File: src/rtl/uart_bridge_pkg.sv
`default_nettype none
// ============================================================================
//  Module   : uart_bridge_pkg
//  Purpose  : Shared types and default constants for the UART register bridge:
//             FSM state encoding, default command/response bytes, timeout
//             default and a saturating-increment helper.
//  Revision : 1.0 - initial release
// ============================================================================
package uart_bridge_pkg;

  typedef enum logic [2:0] {
    IDLE     = 3'd0,
    GET_ADDR = 3'd1,
    GET_DATA = 3'd2,
    BUS_WR   = 3'd3,
    BUS_RD   = 3'd4,
    RD_CAP   = 3'd5,
    TX_SEND  = 3'd6,
    TX_WAIT  = 3'd7
  } state_e;

  localparam logic [7:0]  DEF_CMD_WRITE      = 8'h57;  // 'W'
  localparam logic [7:0]  DEF_CMD_READ       = 8'h52;  // 'R'
  localparam logic [7:0]  DEF_RSP_ACK        = 8'h4B;  // 'K'
  localparam logic [7:0]  DEF_RSP_NAK        = 8'h3F;  // '?'
  localparam logic [19:0] DEF_TIMEOUT_CYCLES = 20'd500000;

  function automatic logic [7:0] sat_inc8(input logic [7:0] v);
    return (v == 8'hFF) ? v : v + 8'd1;
  endfunction

endpackage
`default_nettype wire

File: src/rtl/uart_bridge_timer.sv
`default_nettype none
// ============================================================================
//  Module   : uart_bridge_timer
//  Purpose  : 20-bit clearable up-counter with enable and a terminal-count
//             flag used to detect stalled frames.
//  Ports    : clk, resetn (sync, active-low)
//             en_i   - count this cycle
//             clr_i  - force count to zero (has priority over en_i)
//             tc_o   - high while enabled, not cleared, at count TERMINAL-1
//  Revision : 1.0 - initial release
// ============================================================================
module uart_bridge_timer #(
  parameter logic [19:0] TERMINAL = 20'd500000
) (
  input  logic clk,
  input  logic resetn,
  input  logic en_i,
  input  logic clr_i,
  output logic tc_o
);

  logic [19:0] count_q, count_d;

  always_comb begin
    count_d = count_q;
    if (clr_i)
      count_d = '0;
    else if (en_i)
      count_d = count_q + 20'd1;
  end

  always_ff @(posedge clk) begin
    if (!resetn)
      count_q <= '0;
    else
      count_q <= count_d;
  end

  // A clear on the terminal cycle (incoming byte) suppresses the flag.
  assign tc_o = en_i && !clr_i && (count_q == TERMINAL - 20'd1);

endmodule
`default_nettype wire

File: src/rtl/uart_reg_bridge.sv
`default_nettype none
// ============================================================================
//  Module   : uart_reg_bridge
//  Purpose  : Parses 'W addr data' / 'R addr' frames from a UART receiver,
//             issues single-cycle register strobes and returns a one-byte
//             response (ACK, read data or NAK) through the UART transmitter.
//  Ports    : clk, resetn          clock, sync active-low reset
//             rx_data/rx_valid     received byte stream
//             tx_data/tx_start     response byte and transmit-load pulse
//             tx_busy              transmitter busy
//             reg_addr/reg_wdata   register bus address / write data
//             reg_we/reg_re        one-cycle write / read strobes
//             reg_rdata            read data, valid the cycle after reg_re
//             frame_timeout        pulse when a frame is abandoned
//             drop_count           saturating count of discarded bytes
//  Revision : 1.0 - initial release
// ============================================================================
module uart_reg_bridge
  import uart_bridge_pkg::*;
#(
  parameter logic [7:0]  CMD_WRITE      = DEF_CMD_WRITE,
  parameter logic [7:0]  CMD_READ       = DEF_CMD_READ,
  parameter logic [7:0]  RSP_ACK        = DEF_RSP_ACK,
  parameter logic [7:0]  RSP_NAK        = DEF_RSP_NAK,
  parameter logic [19:0] TIMEOUT_CYCLES = DEF_TIMEOUT_CYCLES
) (
  input  logic       clk,
  input  logic       resetn,
  input  logic [7:0] rx_data,
  input  logic       rx_valid,
  output logic [7:0] tx_data,
  output logic       tx_start,
  input  logic       tx_busy,
  output logic [7:0] reg_addr,
  output logic [7:0] reg_wdata,
  output logic       reg_we,
  output logic       reg_re,
  input  logic [7:0] reg_rdata,
  output logic       frame_timeout,
  output logic [7:0] drop_count
);

  state_e     state_q, state_d;
  logic       is_wr_q, is_wr_d;
  logic [7:0] tx_data_q, tx_data_d;
  logic       tx_start_q, tx_start_d;
  logic [7:0] reg_addr_q, reg_addr_d;
  logic [7:0] reg_wdata_q, reg_wdata_d;
  logic       reg_we_q, reg_we_d;
  logic       reg_re_q, reg_re_d;
  logic       timeout_q, timeout_d;
  logic [7:0] drop_q, drop_d;

  logic       tmr_en, tmr_clr, tmr_tc;

  // Timer only runs while waiting for frame payload; anywhere else it is held
  // at zero so that entry into GET_ADDR/GET_DATA always starts from zero.
  assign tmr_en  = (state_q == GET_ADDR) || (state_q == GET_DATA);
  assign tmr_clr = rx_valid || !tmr_en;

  uart_bridge_timer #(
    .TERMINAL (TIMEOUT_CYCLES)
  ) u_timer (
    .clk    (clk),
    .resetn (resetn),
    .en_i   (tmr_en),
    .clr_i  (tmr_clr),
    .tc_o   (tmr_tc)
  );

  always_comb begin
    state_d     = state_q;
    is_wr_d     = is_wr_q;
    tx_data_d   = tx_data_q;
    reg_addr_d  = reg_addr_q;
    reg_wdata_d = reg_wdata_q;
    drop_d      = drop_q;
    tx_start_d  = 1'b0;
    reg_we_d    = 1'b0;
    reg_re_d    = 1'b0;
    timeout_d   = 1'b0;

    // tx_start is registered, so it is decided one cycle ahead: it rises in
    // the first TX_SEND cycle when the transmitter was idle the cycle before,
    // and the FSM leaves TX_SEND in the cycle the pulse is visible.
    unique case (state_q)
      IDLE: begin
        if (rx_valid) begin
          if (rx_data == CMD_WRITE) begin
            is_wr_d = 1'b1;
            state_d = GET_ADDR;
          end else if (rx_data == CMD_READ) begin
            is_wr_d = 1'b0;
            state_d = GET_ADDR;
          end else begin
            tx_data_d  = RSP_NAK;
            tx_start_d = !tx_busy;
            state_d    = TX_SEND;
          end
        end
      end
      GET_ADDR: begin
        if (rx_valid) begin
          reg_addr_d = rx_data;
          if (is_wr_q) begin
            state_d = GET_DATA;
          end else begin
            reg_re_d = 1'b1;
            state_d  = BUS_RD;
          end
        end else if (tmr_tc) begin
          timeout_d = 1'b1;
          state_d   = IDLE;
        end
      end
      GET_DATA: begin
        if (rx_valid) begin
          reg_wdata_d = rx_data;
          reg_we_d    = 1'b1;
          state_d     = BUS_WR;
        end else if (tmr_tc) begin
          timeout_d = 1'b1;
          state_d   = IDLE;
        end
      end
      BUS_WR: begin
        tx_data_d  = RSP_ACK;
        tx_start_d = !tx_busy;
        state_d    = TX_SEND;
      end
      BUS_RD: begin
        state_d = RD_CAP;
      end
      RD_CAP: begin
        tx_data_d  = reg_rdata;
        tx_start_d = !tx_busy;
        state_d    = TX_SEND;
      end
      TX_SEND: begin
        if (tx_start_q)
          state_d = TX_WAIT;
        else
          tx_start_d = !tx_busy;
      end
      TX_WAIT: begin
        if (!tx_busy)
          state_d = IDLE;
      end
      default: state_d = IDLE;
    endcase

    // Bytes arriving while a response is in progress are discarded.
    if (rx_valid && (state_q != IDLE) && (state_q != GET_ADDR) && (state_q != GET_DATA))
      drop_d = sat_inc8(drop_q);
  end

  always_ff @(posedge clk) begin
    if (!resetn) begin
      state_q     <= IDLE;
      is_wr_q     <= 1'b0;
      tx_data_q   <= 8'h00;
      tx_start_q  <= 1'b0;
      reg_addr_q  <= 8'h00;
      reg_wdata_q <= 8'h00;
      reg_we_q    <= 1'b0;
      reg_re_q    <= 1'b0;
      timeout_q   <= 1'b0;
      drop_q      <= 8'h00;
    end else begin
      state_q     <= state_d;
      is_wr_q     <= is_wr_d;
      tx_data_q   <= tx_data_d;
      tx_start_q  <= tx_start_d;
      reg_addr_q  <= reg_addr_d;
      reg_wdata_q <= reg_wdata_d;
      reg_we_q    <= reg_we_d;
      reg_re_q    <= reg_re_d;
      timeout_q   <= timeout_d;
      drop_q      <= drop_d;
    end
  end

  assign tx_data       = tx_data_q;
  assign tx_start      = tx_start_q;
  assign reg_addr      = reg_addr_q;
  assign reg_wdata     = reg_wdata_q;
  assign reg_we        = reg_we_q;
  assign reg_re        = reg_re_q;
  assign frame_timeout = timeout_q;
  assign drop_count    = drop_q;

endmodule
`default_nettype wire

File: config.mk
export PLATFORM = sky130hd
export DESIGN_NAME = uart_reg_bridge
export DESIGN_NICKNAME = d
export VERILOG_FILES = /design/src/rtl/uart_bridge_pkg.sv /design/src/rtl/uart_bridge_timer.sv /design/src/rtl/uart_reg_bridge.sv
export SDC_FILE = /design/constraint.sdc
export NUM_CORES = 1
export LEC_CHECK = 0
export ABC_AREA = 1
export BUFFER_PORTS_ARGS = -buffer_cell sky130_fd_sc_hd__buf_2
export CAP_MARGIN = 20
export CORE_ASPECT_RATIO = 0.6
export CORE_MARGIN = 10
export CORE_UTILIZATION = 41
export CTS_CLUSTER_SIZE = 10
export DETAILED_ROUTE_END_ITERATION = 10
export PLACE_DENSITY = 0.74
export SLEW_MARGIN = 30
export SYNTH_ARGS = -nofsm -noshare
export SYNTH_HDL_FRONTEND = slang
export SYNTH_SLANG_ARGS = --single-unit
File: constraint.sdc
create_clock -name clk -period 2.7 [get_ports clk]
set_clock_uncertainty 0.1 [all_clocks]
set_input_delay 0.135 -clock clk [delete_from_list [all_inputs] [get_ports clk]]
set_output_delay 0.135 -clock clk [all_outputs]
set_load 0.1 [all_outputs]
== Yosys cells after proc, flatten, opt, wreduce, memory -nomap -nowiden ==
Index checks and enable logic that the tools add are counted.
Widths: inputs -> output; s select.
Storage, ports and cells
  flip-flop bits (word level): 60
  bits of input ports: 20
  output and inout port bits: 36
  word-level logic and storage cells: 84
Operators by class
  add/subtract/negate cells: 2
  equality and inequality tests: 18
  mux-type cells: 24
  bitwise gates (word level): 3
  reductions and logical operators: 26
Operator list (count)
  $mux 3: 9
  $mux 8: 3
  $pmux 8 s3: 1
  $pmux 3 s7: 1
  $add 20x1->20 const B: 1
  $eq 20x19->1 const B: 1
  $eq 8x7->1 const B: 2
  $eq 3x3->1 const B: 4
  $ne 2x2->1 const B: 5
  $mux 1: 9
  $reduce_and 3->1: 3
  $add 8x1->8 const B: 1
  $eq 8x8->1 const B: 1
  $reduce_and 2->1: 4
  $eq 3x2->1 const B: 2
  $reduce_bool 3->1: 2
  $reduce_or 2->1: 3
  $logic_and 1x1->1: 5
  $reduce_and 4->1: 1
  $eq 3x1->1 const B: 1
  $logic_not 1->1: 3
  $logic_not 3->1: 1
  $ne 3x1->1 const B: 1
  $ne 3x2->1 const B: 1
  other kinds (5): 8

== Depth between registers and ports, before layout ==
Gate-level depths: netlist (run 1).
  word-level depth: 10
  depth in mapped cells: 11
  mapped depth without buffers: 11

== By module ==
Synthesis (run 1) repeated with hierarchy kept, for this count alone.
Second synthesis, totals
  cell total of the unflattened synthesis: 445
  area, all modules: 3027.9 µm²
Modules (own cells, without submodules)
  uart_reg_bridge: times used 1, cells an instance 280, area an instance 1966.9 µm²
  uart_bridge_timer: times used 1, cells an instance 165, area an instance 1061.0 µm²

== Worst setup path before layout (run 1) ==
Ideal clock, no wire load.
  path type: register to register
  start point: register drop_q[1], in the netlist drop_count[1]
  end point: register drop_q[5], in the netlist drop_count[5]
  data arrival time: 2.039 ns
  data required time: 2.530 ns
  setup slack: 0.492 ns
  stages on the path, launching flop included: 10
  path buffers: 0
  cells stage by stage: dfxtp_1 > ha_1 > nand3_1 > nor2_1 > nand2_1 > nand2_1 > inv_1 > nand3_1 > o21ai_0 > a21oi_1
Between the ends
  longest elaborated chain between the ends: 3
  elaborated cells between the ends (all ways): 4
  classes of those cells: add/sub: 1; eq/ne: 1; bitwise: 1; reduce/logical: 1
RTL lines
  start: declaration: line uart_reg_bridge.sv:52  | logic [7:0] drop_q, drop_d;
  start signal: assignment: line uart_reg_bridge.sv:179  | drop_q <= drop_d;
  branches (longest 3 deep; another with $add 8x1->8)
Several ways; the timed one is not identified.
A chain may end at the register's enable or synchronous reset.

== Final worst setup path (run 1) ==
  start point: register u_timer.count_q[0]
  end point: register u_timer.count_q[14]
Between the ends
  longest elaborated chain between the ends: 1
RTL lines
  start: declaration: line uart_bridge_timer.sv:22  | logic [19:0] count_q, count_d;
  start signal: assignment: line uart_bridge_timer.sv:36  | count_q <= count_d;
  $add 20x1->20: line uart_bridge_timer.sv:29  | count_d = count_q + 20'd1;
Every way passes these cells.

==> impl_metrics.toml, run 1 <==
[layout]
antenna_cells = 0
fin_nets = 508
fin_area_sq_um = 3632
seqCellArea_sq_um = 1201
multi_input_area_sq_um = 1421
final_layout_size_suffix_gt1_share_pct = 19.55
area_delta_synth_final_pct = 24.91
fillers = 640

[setup_path]
crit_arrival_ns = 2.17
crit_path_start_kind = "register"
critPathRequiredTime_ns = 2.80
critPathCaptureType = "register"
path_max_fanout = 5
critical_path_class = "reg -> reg"

[floorplanning]
io_pins = 56
core_area_sq_um = 6792
rows = 23
die_x_um = 128.7
start_util_pct = 42.82
die_h_um = 85.24
die_area_sq_um = 10970

[clock_network]
cts_tree = "built"
root_buffer = "clkbuf_16"
clk_path_buf_depth = 2
insertion_delay_ns = 0.32
cts.repair.resized = 0
clock_sinks = 60
numCtsBuffers = 9
htreeDepth = 3
post_cts_buffers = 0
clkTransAtPathRegs_ns = 0.05

[timing]
tns_ns = 0
max_freq_mhz = 483.9
rsz0062_at_grt = "no"
worstMarginPinSlew_ns = 0.5671
fin_crit_ns = 2.067
setup-violations-final = 0
hold_viol = 1
whs_ns = -0.002544
fin_ws_ns = 0.6335
slew_violations = 0
relSlewSlack_pct = 62.05
period_share_pct = 76.54

[synthesis]
ys.flop_type = "dfxtp_1"
async_flop_share_pct = 0
syn_nets = 438
synth_cell_type_count = 30
synth_commonest_cells = "nand2_1 (92), nor2_1 (61), dfxtp_1 (60)"
synth.cell_area_sq_um = 2908
ys_seq_area_share_pct = 41.31
yosysTopAreaCell = "dfxtp_1"
synth_edf_count = 0
yosys-top-cells-area = "dfxtp_1 (41%), nand2_1 (12%), nor2_1 (7.9%)"
yosysTopAreaCellShare_pct = 41.31
syn_inst = 416
yosys_warnings = 0
synth.most_common_cell = "nand2_1"
ys_ff_latch = 60
avgSynthCellArea_sq_um = 6.990

[global_routing]
grt_pass1_vias = 2611
grt_first_pass_wirelength_um = 12680
grtUsageTotal_pct = 14.10
overflow = 0
grt_max_degree = 29
antenna_found_initial = 0

[pwr]
p_per_area_nw_per_um2 = 1011
switching_share_pct = 47.22
p_clk_share_pct = 28.0
leakagePower_nw = 1.532
netSwitchingPower_mw = 1.734
p_seq_share_pct = 30.2
vdd.ir_drop.worst_mv = 0.3526
pwr-share-comb_pct = 41.8
p_int_mw = 1.938

[status]
run_status = "finished, violations left"
violations = "negative hold slack"

[placement]
place.gp.congestion = 0.8752
placedInstanceArea_sq_um = 3242
hpwl_um = 5496
place_ws_ns = 0.7250
io_buffers = 55

[routing]
vias = 2849
viasPerCell = 4.929
ant_nets = 0
wl_per_cell_um = 13.12
dr.pass1.iters = 5
drtIter0Drc = 200
routed_wl_um = 7586
drc = 0

[min_path]
hp-class = "in -> reg"

[flow_run]
cap_violations = 0
==> worst max-delay path, stage by stage, from the launching register on <==
cell and delay [ns]:
dfxtp_1 0.41, ha_1 0.22, nand2_1 0.08, nor2_1 0.44, nand3_4 0.14, nor2_4 0.17
inv_1 0.10, o21ai_0 0.22, a21oi_1 0.07
==> logic make-up (layout without fill, tap and decap cells) <==
logic type | Yosys count | count (layout) | synth area share, %
DFF | 60 | 60 | 41.31
buffers and inverters | 69 | 144 | 9.811
adders and majority gates | 2 | 2 | 0.8604
AOI/OAI and AO/OA | 84 | 84 | 16.14
and+or+nand+nor | 197 | 197 | 30.68
xor gates and xnor gates | 4 | 4 | 1.205
==> area by class of cell <==
type	instances	area share, %
repair buffers	68	11.09
clock inverters	5	0.7578
clock buffers	11	6.683
inverters	60	6.269
flip-flops and latches	60	33.07
multi-input cells	287	39.13
well taps	87	2.997
==> what timing repair did <==
item	in CTS	in global routing
endpoints found under the hold margin	12	0
setup endpoints to repair	0	0
hold buffers	12	0
==> path summary, 6_finish.rpt <==
path / slack [ns] / end / cells after the start / from
max: 0.63 / u_timer.count_q[14] / 8 / u_timer.count_q[0]
min: -0.003 / reg_addr[6] / 3 / rx_data[6]
max reg2reg: 0.63 / u_timer.count_q[14] / 8 / u_timer.count_q[0]
min reg2reg: 0.34 / reg_wdata[0] / 2 / reg_wdata[0]
==> registers in the layout, summed over array words and instances (netlist names), 3 cells and up <==
signal / count
u_timer.count_q: 20
reg_wdata: 8
reg_addr: 8
drop_count: 8
tx_data: 8
state_q: 3
==> power groups by stage <==
| stage | logic, mW | clock network, mW | registers, mW |
|---|---|---|---|
| 2_1_floorplan | 0.579 | 0 | 1.84 |
| 3_3_place_gp | 1.50 | 0 | 1.12 |
| 3_5_place_dp | 1.51 | 0 | 1.12 |
| 4_1_cts | 1.53 | 1.05 | 1.11 |
| 5_1_grt | 1.65 | 1.08 | 1.13 |
| 6_report | 1.53 | 1.03 | 1.11 |
==> cell usage in the layout, fill, tap and decap left out, types with 4 or more instances in the layout <==
cell           netlist  layout
dlygate4sd3_1        0      12
nand3_1             20      20
o21ai_0             36      36
a21oi_2              8       8
nand4_1              5       5
clkbuf_16            0       9
nand2_1             92      92
nor2_1              61      61
dfxtp_1             60      60
clkinv_2             0       4
a21oi_1             32      32
nor3_1               6       6
inv_2                4       4
buf_2                1      55
inv_1               55      55
==> per-stage QoR <==
step	std cells	util [%]	power, mW
floorplan	416	-	2.422
global placement	550	47.73	2.613
detailed placement	550	47.73	2.633
CTS	578	53.48	3.691
global route	578	53.48	3.857
finish	578	53.48	3.672
==> routing by layer <==
layer | part of all wire, % | vias up | wire, um | GRT usage (%)
met4 | 1.5 | 0 | 115 | 5.961
met3 | 7.9 | 11 | 600 | 4.224
met1 | 48 | 1270 | 3636 | 18.70
met2 | 43 | 94 | 3233 | 20.76
met5 | 0 | - | 0 | 0
li1 | - | 1474 | - | -
(Power assumes the default switching activity.)
==> run 2, diff against run 1 <==
--- a/config.mk
+++ b/config.mk
@@ -5,7 +5,7 @@
 export SDC_FILE = /design/constraint.sdc
 export NUM_CORES = 1
 export LEC_CHECK = 0
-export ABC_AREA = 1
+export ABC_AREA = 0
 export BUFFER_PORTS_ARGS = -buffer_cell sky130_fd_sc_hd__buf_2
 export CAP_MARGIN = 20
 export CORE_ASPECT_RATIO = 0.6
@@ -13,7 +13,7 @@
 export CORE_UTILIZATION = 41
 export CTS_CLUSTER_SIZE = 10
 export DETAILED_ROUTE_END_ITERATION = 10
-export PLACE_DENSITY = 0.74
+export PLACE_DENSITY = 0.75
 export SLEW_MARGIN = 30
 export SYNTH_ARGS = -nofsm -noshare
 export SYNTH_HDL_FRONTEND = slang
==> constraint.sdc (replaced) <==
create_clock -name clk -period 2.12 [get_ports clk]
set_clock_uncertainty 0.1 [all_clocks]
set_input_delay 0.106 -clock clk [delete_from_list [all_inputs] [get_ports clk]]
set_output_delay 0.106 -clock clk [all_outputs]
set_load 0.1 [all_outputs]
==> run 2 against run 1 <==
The flow now finishes without violations. Global-route usage is essentially flat. Routed wire length down 1.7%. Worst hold slack better by 0.025 ns. Non-clock buffer count up 15. Largest power group unchanged.
==> impl_metrics.toml, run 2 <==
[status]
run_status = "finished clean"

[synthesis]
ys_seq_area_share_pct = 44.06
yosysTopAreaCellShare_pct = 44.06
async_flop_share_pct = 0
avgSynthCellArea_sq_um = 8.823
yosys-top-cells-area = "dfxtp_1 (44%), a21oi_1 (5.1%), nand2_1 (4.8%)"
synth.most_common_cell = "dfxtp_1"
ys.flop_type = "dfxtp_1"
ys_ff_latch = 60
yosys_warnings = 0
yosysTopAreaCell = "dfxtp_1"
synth_edf_count = 0
syn_inst = 309
synth.cell_area_sq_um = 2726
syn_nets = 331
synth_cell_type_count = 45
synth_commonest_cells = "dfxtp_1 (60), nand2_1 (35), a21oi_1 (28)"

[clock_network]
htreeDepth = 3
insertion_delay_ns = 0.34
root_buffer = "clkbuf_8"
clock_sinks = 60
clk_path_buf_depth = 2
cts_tree = "built"
numCtsBuffers = 9
clkTransAtPathRegs_ns = 0.07

[routing]
viasPerCell = 5.476
wl_per_cell_um = 15.63
ant_nets = 0
drc = 0
routed_wl_um = 7455
drtIter0Drc = 189
vias = 2612
dr.pass1.iters = 5

[floorplanning]
die_x_um = 125.3
die_area_sq_um = 10420
rows = 22
core_area_sq_um = 6276
die_h_um = 83.17
start_util_pct = 43.44
io_pins = 56

[timing]
fin_crit_ns = 1.917
worstMarginPinSlew_ns = 0.5499
relSlewSlack_pct = 63.34
max_freq_mhz = 521.6
rsz0062_at_grt = "no"
slew_violations = 0
period_share_pct = 90.44
setup-violations-final = 0
hold_viol = 0
tns_ns = 0

[global_routing]
grtUsageTotal_pct = 14.05
antenna_found_initial = 1
grt_max_degree = 22
overflow = 0
grt_pass1_vias = 2380
grt_first_pass_wirelength_um = 12230

[pwr]
vdd.ir_drop.worst_mv = 1.001
leakagePower_nw = 1.393
p_per_area_nw_per_um2 = 1230
p_total_mw = 4.317

[layout]
largest_reg_flops = 20
fin_nets = 409
area_delta_synth_final_pct = 28.73
regMostFlops = "u_timer.count_q"
fin_cells = 477
layout_common_cells = "buf_2 (55), dfxtp_1 (51), nand2_1 (35), a21oi_1 (28), nor2_1 (21)"
final_layout_size_suffix_gt1_share_pct = 27.30
final_common_cell = "buf_2"

[setup_path]
crit_path_start_kind = "register"
crit_arrival_ns = 2.08
critical_path_class = "reg -> reg"
path_max_fanout = 13
critPathCaptureType = "register"
critPathRequiredTime_ns = 2.28

[placement]
hpwl_um = 5383
place.gp.congestion = 0.8608
placed_cells = 444
io_buffers = 55

[flow_run]
cap_violations = 0

[min_path]
hp-class = "in -> reg"
==> run 2: cell types whose count changed after synthesis, sizes merged, moves of 9 or more <==
cell,previous run,this run
a21oi,40,28
inv,60,3
mux2i,0,11
nand2,94,35
nand3,22,13
nor2,64,22
o21ai,38,14
o31ai,0,9
or3,0,9
==> run 2: metrics by stage <==
step,util (%),instance area [sq um],worst slack [ns],hold WS (ns)
final,55.92,3510,0.2027,0.02272
after detailed placement,49.84,3128,0.1100,0.1966
after floorplan,-,2736,0.02775,0.08291
after global placement,49.84,3128,0.1665,0.2021
after CTS,55.50,3483,0.08443,0.01920
after global routing,55.92,3510,0.07581,0.02554
==> run 2: layout make-up <==
| class | instances | area [sq um] |
|---|---|---|
| fillers | 545 | 2766 |
| diodes | 1 | 2.502 |
| well taps | 84 | 105.1 |
| multi-input cells | 230 | 1435 |
| clock buffers | 10 | 137.6 |
| inverters | 3 | 11.26 |
| repair buffers | 83 | 518.0 |
| clock inverters | 6 | 87.58 |
| flip-flops and latches | 60 | 1212 |
==> run 2: worst paths after layout <==
kind                                          from                   to  slack, ns  depth (start not counted)
worst min register to register  u_timer.count_q[0]   u_timer.count_q[0]       0.35                          1
worst max-delay path                    state_q[0]  u_timer.count_q[11]       0.20                          4
worst min-delay path                  reg_rdata[6]           tx_data[6]       0.02                          4
worst max register to register          state_q[0]  u_timer.count_q[11]       0.20                          4
==> run 2: timing repair <==
item                                    4_1_cts  5_1_grt
endpoints found under the setup margin        0       10
hold endpoints to repair                     20        0
buffers inserted                              0        3
hold buffers                                 13        0
gates resized for setup                       0        1
==> run 2: cell families (layout without fill, tap and decap cells) <==
group	after synthesis	in the layout	share of synthesized area, %
flops	60	60	44.06
fa+ha+maj	2	2	0.9177
compound gates	69	69	16.02
simple gates	137	137	27.44
mux	11	11	4.039
buf+inv	19	102	3.304
other cells	0	1	0
xor+xnor	11	11	4.222
==> run 2: critical path, cell delays in order, from the launching register on <==
cell	delay [ns]
dfxtp_1	0.48
xnor2_4	0.14
or3_4	0.46
or4_1	0.50
a21oi_1	0.16
==> run 2: power breakdown <==
group	switching [mW]	internal, mW	total (mW)
Sequential	0.132	1.27	1.40
Combinational	1.27	0.485	1.75
Clock	0.473	0.693	1.17
Total	1.87	2.45	4.32
==> run 2: per-layer routing <==
layer,GRT usage [%],share of wire [%],vias up,wire length (um)
met3,5.838,7.5,2,558
met4,3.727,0.25,0,19
met2,19.54,43,93,3173
met1,19.32,50,1226,3704
met5,0,0,-,0
li1,-,-,1291,-
==> run 3, diff against run 2 <==
==> constraint.sdc (replaced) <==
create_clock -name clk -period 2.12 [get_ports clk]
set_clock_uncertainty 0.1 [all_clocks]
set_input_delay 0.424 -clock clk [delete_from_list [all_inputs] [get_ports clk]]
set_output_delay 0.424 -clock clk [all_outputs]
set_load 0.1 [all_outputs]
==> run 3 against run 2 <==
Via count down 1.4%. Sequential power is essentially flat. Sequential share of layout area up 1.6 points. Global-route usage fell by 0.56 points. Routed wire length is 2.9% lower. Worst hold slack improved by 0.14 ns. Flip-flop and latch count unchanged. Count of clock-buffer cells in the layout increased by 4. First-iteration DRC count rose by 13%. Clock power fell by 17%.
==> impl_metrics.toml, run 3 (synthesis results as in run 2) <==
[status]
run_status = "finished clean"

[floorplanning]
die_h_um = 83.17
io_pins = 56
core_area_sq_um = 6276
die_x_um = 125.3
rows = 22
start_util_pct = 43.44
die_area_sq_um = 10420

[setup_path]
crit_path_start_kind = "register"
path_max_fanout = 5
rr_startpoint = "state_q[1]"
critPathRequiredTime_ns = 2.28
cp_slowest_cell = "dfxtp_1"
cp-startpoint = "state_q[1]"
crit_chain = "xor2_1 -> nand4_1 -> buf_4 -> or3_1 -> a21oi_1"
crit_path_max_incr_delay_ns = 0.51
crit_arrival_ns = 2.12
critical_path_class = "reg -> reg"
critPathCaptureType = "register"

[layout]
antenna_cells = 0
final_layout_size_suffix_gt1_share_pct = 27.89
largest_reg_flops = 20
fillers = 589
layout_common_cells = "buf_2 (55), dfxtp_1 (52), nand2_1 (35), a21oi_1 (28), nor2_1 (21)"
fin_nets = 398
fin_cells = 464
fin_util_pct = 53.43
area_delta_synth_final_pct = 22.99
regMostFlops = "u_timer.count_q"
final_common_cell = "buf_2"

[timing]
period_share_pct = 92.45
tns_ns = 0
max_freq_mhz = 510.2
slew_violations = 0
whs_ns = 0.1637
hold_viol = 0
fin_crit_ns = 1.960
rsz0062_at_grt = "no"
relSlewSlack_pct = 60.11
worstMarginPinSlew_ns = 0.5961
setup-violations-final = 0

[placement]
hpwl_um = 5370
place.gp.congestion = 0.8739
placed_cells = 447
io_buffers = 55

[clock_network]
clkTransAtPathRegs_ns = 0.06
cts_hold_buf = 0
insertion_delay_ns = 0.34
htreeDepth = 3
root_buffer = "clkbuf_8"
clk_path_buf_depth = 2
clock_sinks = 60
cts_tree = "built"
numCtsBuffers = 9

[global_routing]
antenna_found_initial = 0
grt_pass1_vias = 2380
grtUsageTotal_pct = 13.50
grt_first_pass_wirelength_um = 11790
overflow = 0
grt_max_degree = 16

[routing]
wl_per_cell_um = 15.60
viasPerCell = 5.550
drc = 0
ant_nets = 0
drtIter0Drc = 214
dr.pass1.iters = 5
vias = 2575
routed_wl_um = 7239

[pwr]
p_per_area_nw_per_um2 = 1226
vdd.ir_drop.worst_mv = 0.9449
leakagePower_nw = 1.331

[min_path]
hp-class = "in -> reg"
hp-start = "tx_busy"

[flow_run]
cap_violations = 0
## run 3: worst max-delay path, delay by kind of cell, from the launching register on
family          cells  cell delay (ns)
xor+xnor            1             0.31
compound gates      1             0.17
simple gates        2             0.56
flops               1             0.51
buf+inv             1             0.23
## run 3: worst paths after layout
| check | depth (start not counted) | slack (ns) | to |
|---|---|---|---|
| worst max-delay path | 5 | 0.16 | u_timer.count_q[12] |
| worst min-delay path | 2 | 0.16 | tx_start |
| worst max register to register | 5 | 0.16 | u_timer.count_q[12] |
| worst min register to register | 2 | 0.35 | reg_addr[6] |
## run 3: routing by layer
metal  vias to the layer above  track usage, %  part of all wire (%)
met3                        14           5.076                   7.9
li1                       1259               -                     -
met4                         0           5.280                   1.4
met5                         -               0                     0
met1                      1214           18.27                    50
met2                        88           18.74                    41
## run 3: timing repair
item,CTS,global route
endpoints found under the setup margin,0,1
gates resized for setup,0,0
setup buffers,0,2
## run 3: area by class of cell
class,instances,area (sq um),area share (%)
timing repair buffer,72,402.9,12.01
sequential,60,1211,36.12
clock inverter,1,5.005,0.1493
clock buffer,14,182.7,5.448
inverter,3,11.26,0.3358
multi-input combinational,230,1435,42.80
tap,84,105.1,3.134
## run 3: report_power, final
| group | switching [mW] | internal (mW) |
|---|---|---|
| Sequential | 0.124 | 1.27 |
| Combinational | 1.28 | 0.472 |
| Clock | 0.427 | 0.544 |
## run 3: metrics by stage
step | power, mW | instance area, sq um | setup slack [ns]
floorplan | 2.794 | 2736 | 0.02775
global placement | 3.102 | 3151 | 0.2493
detailed placement | 3.126 | 3151 | 0.1677
CTS | 4.111 | 3338 | 0.1511
global route | 4.313 | 3353 | 0.03021
finish | 4.110 | 3353 | 0.1600
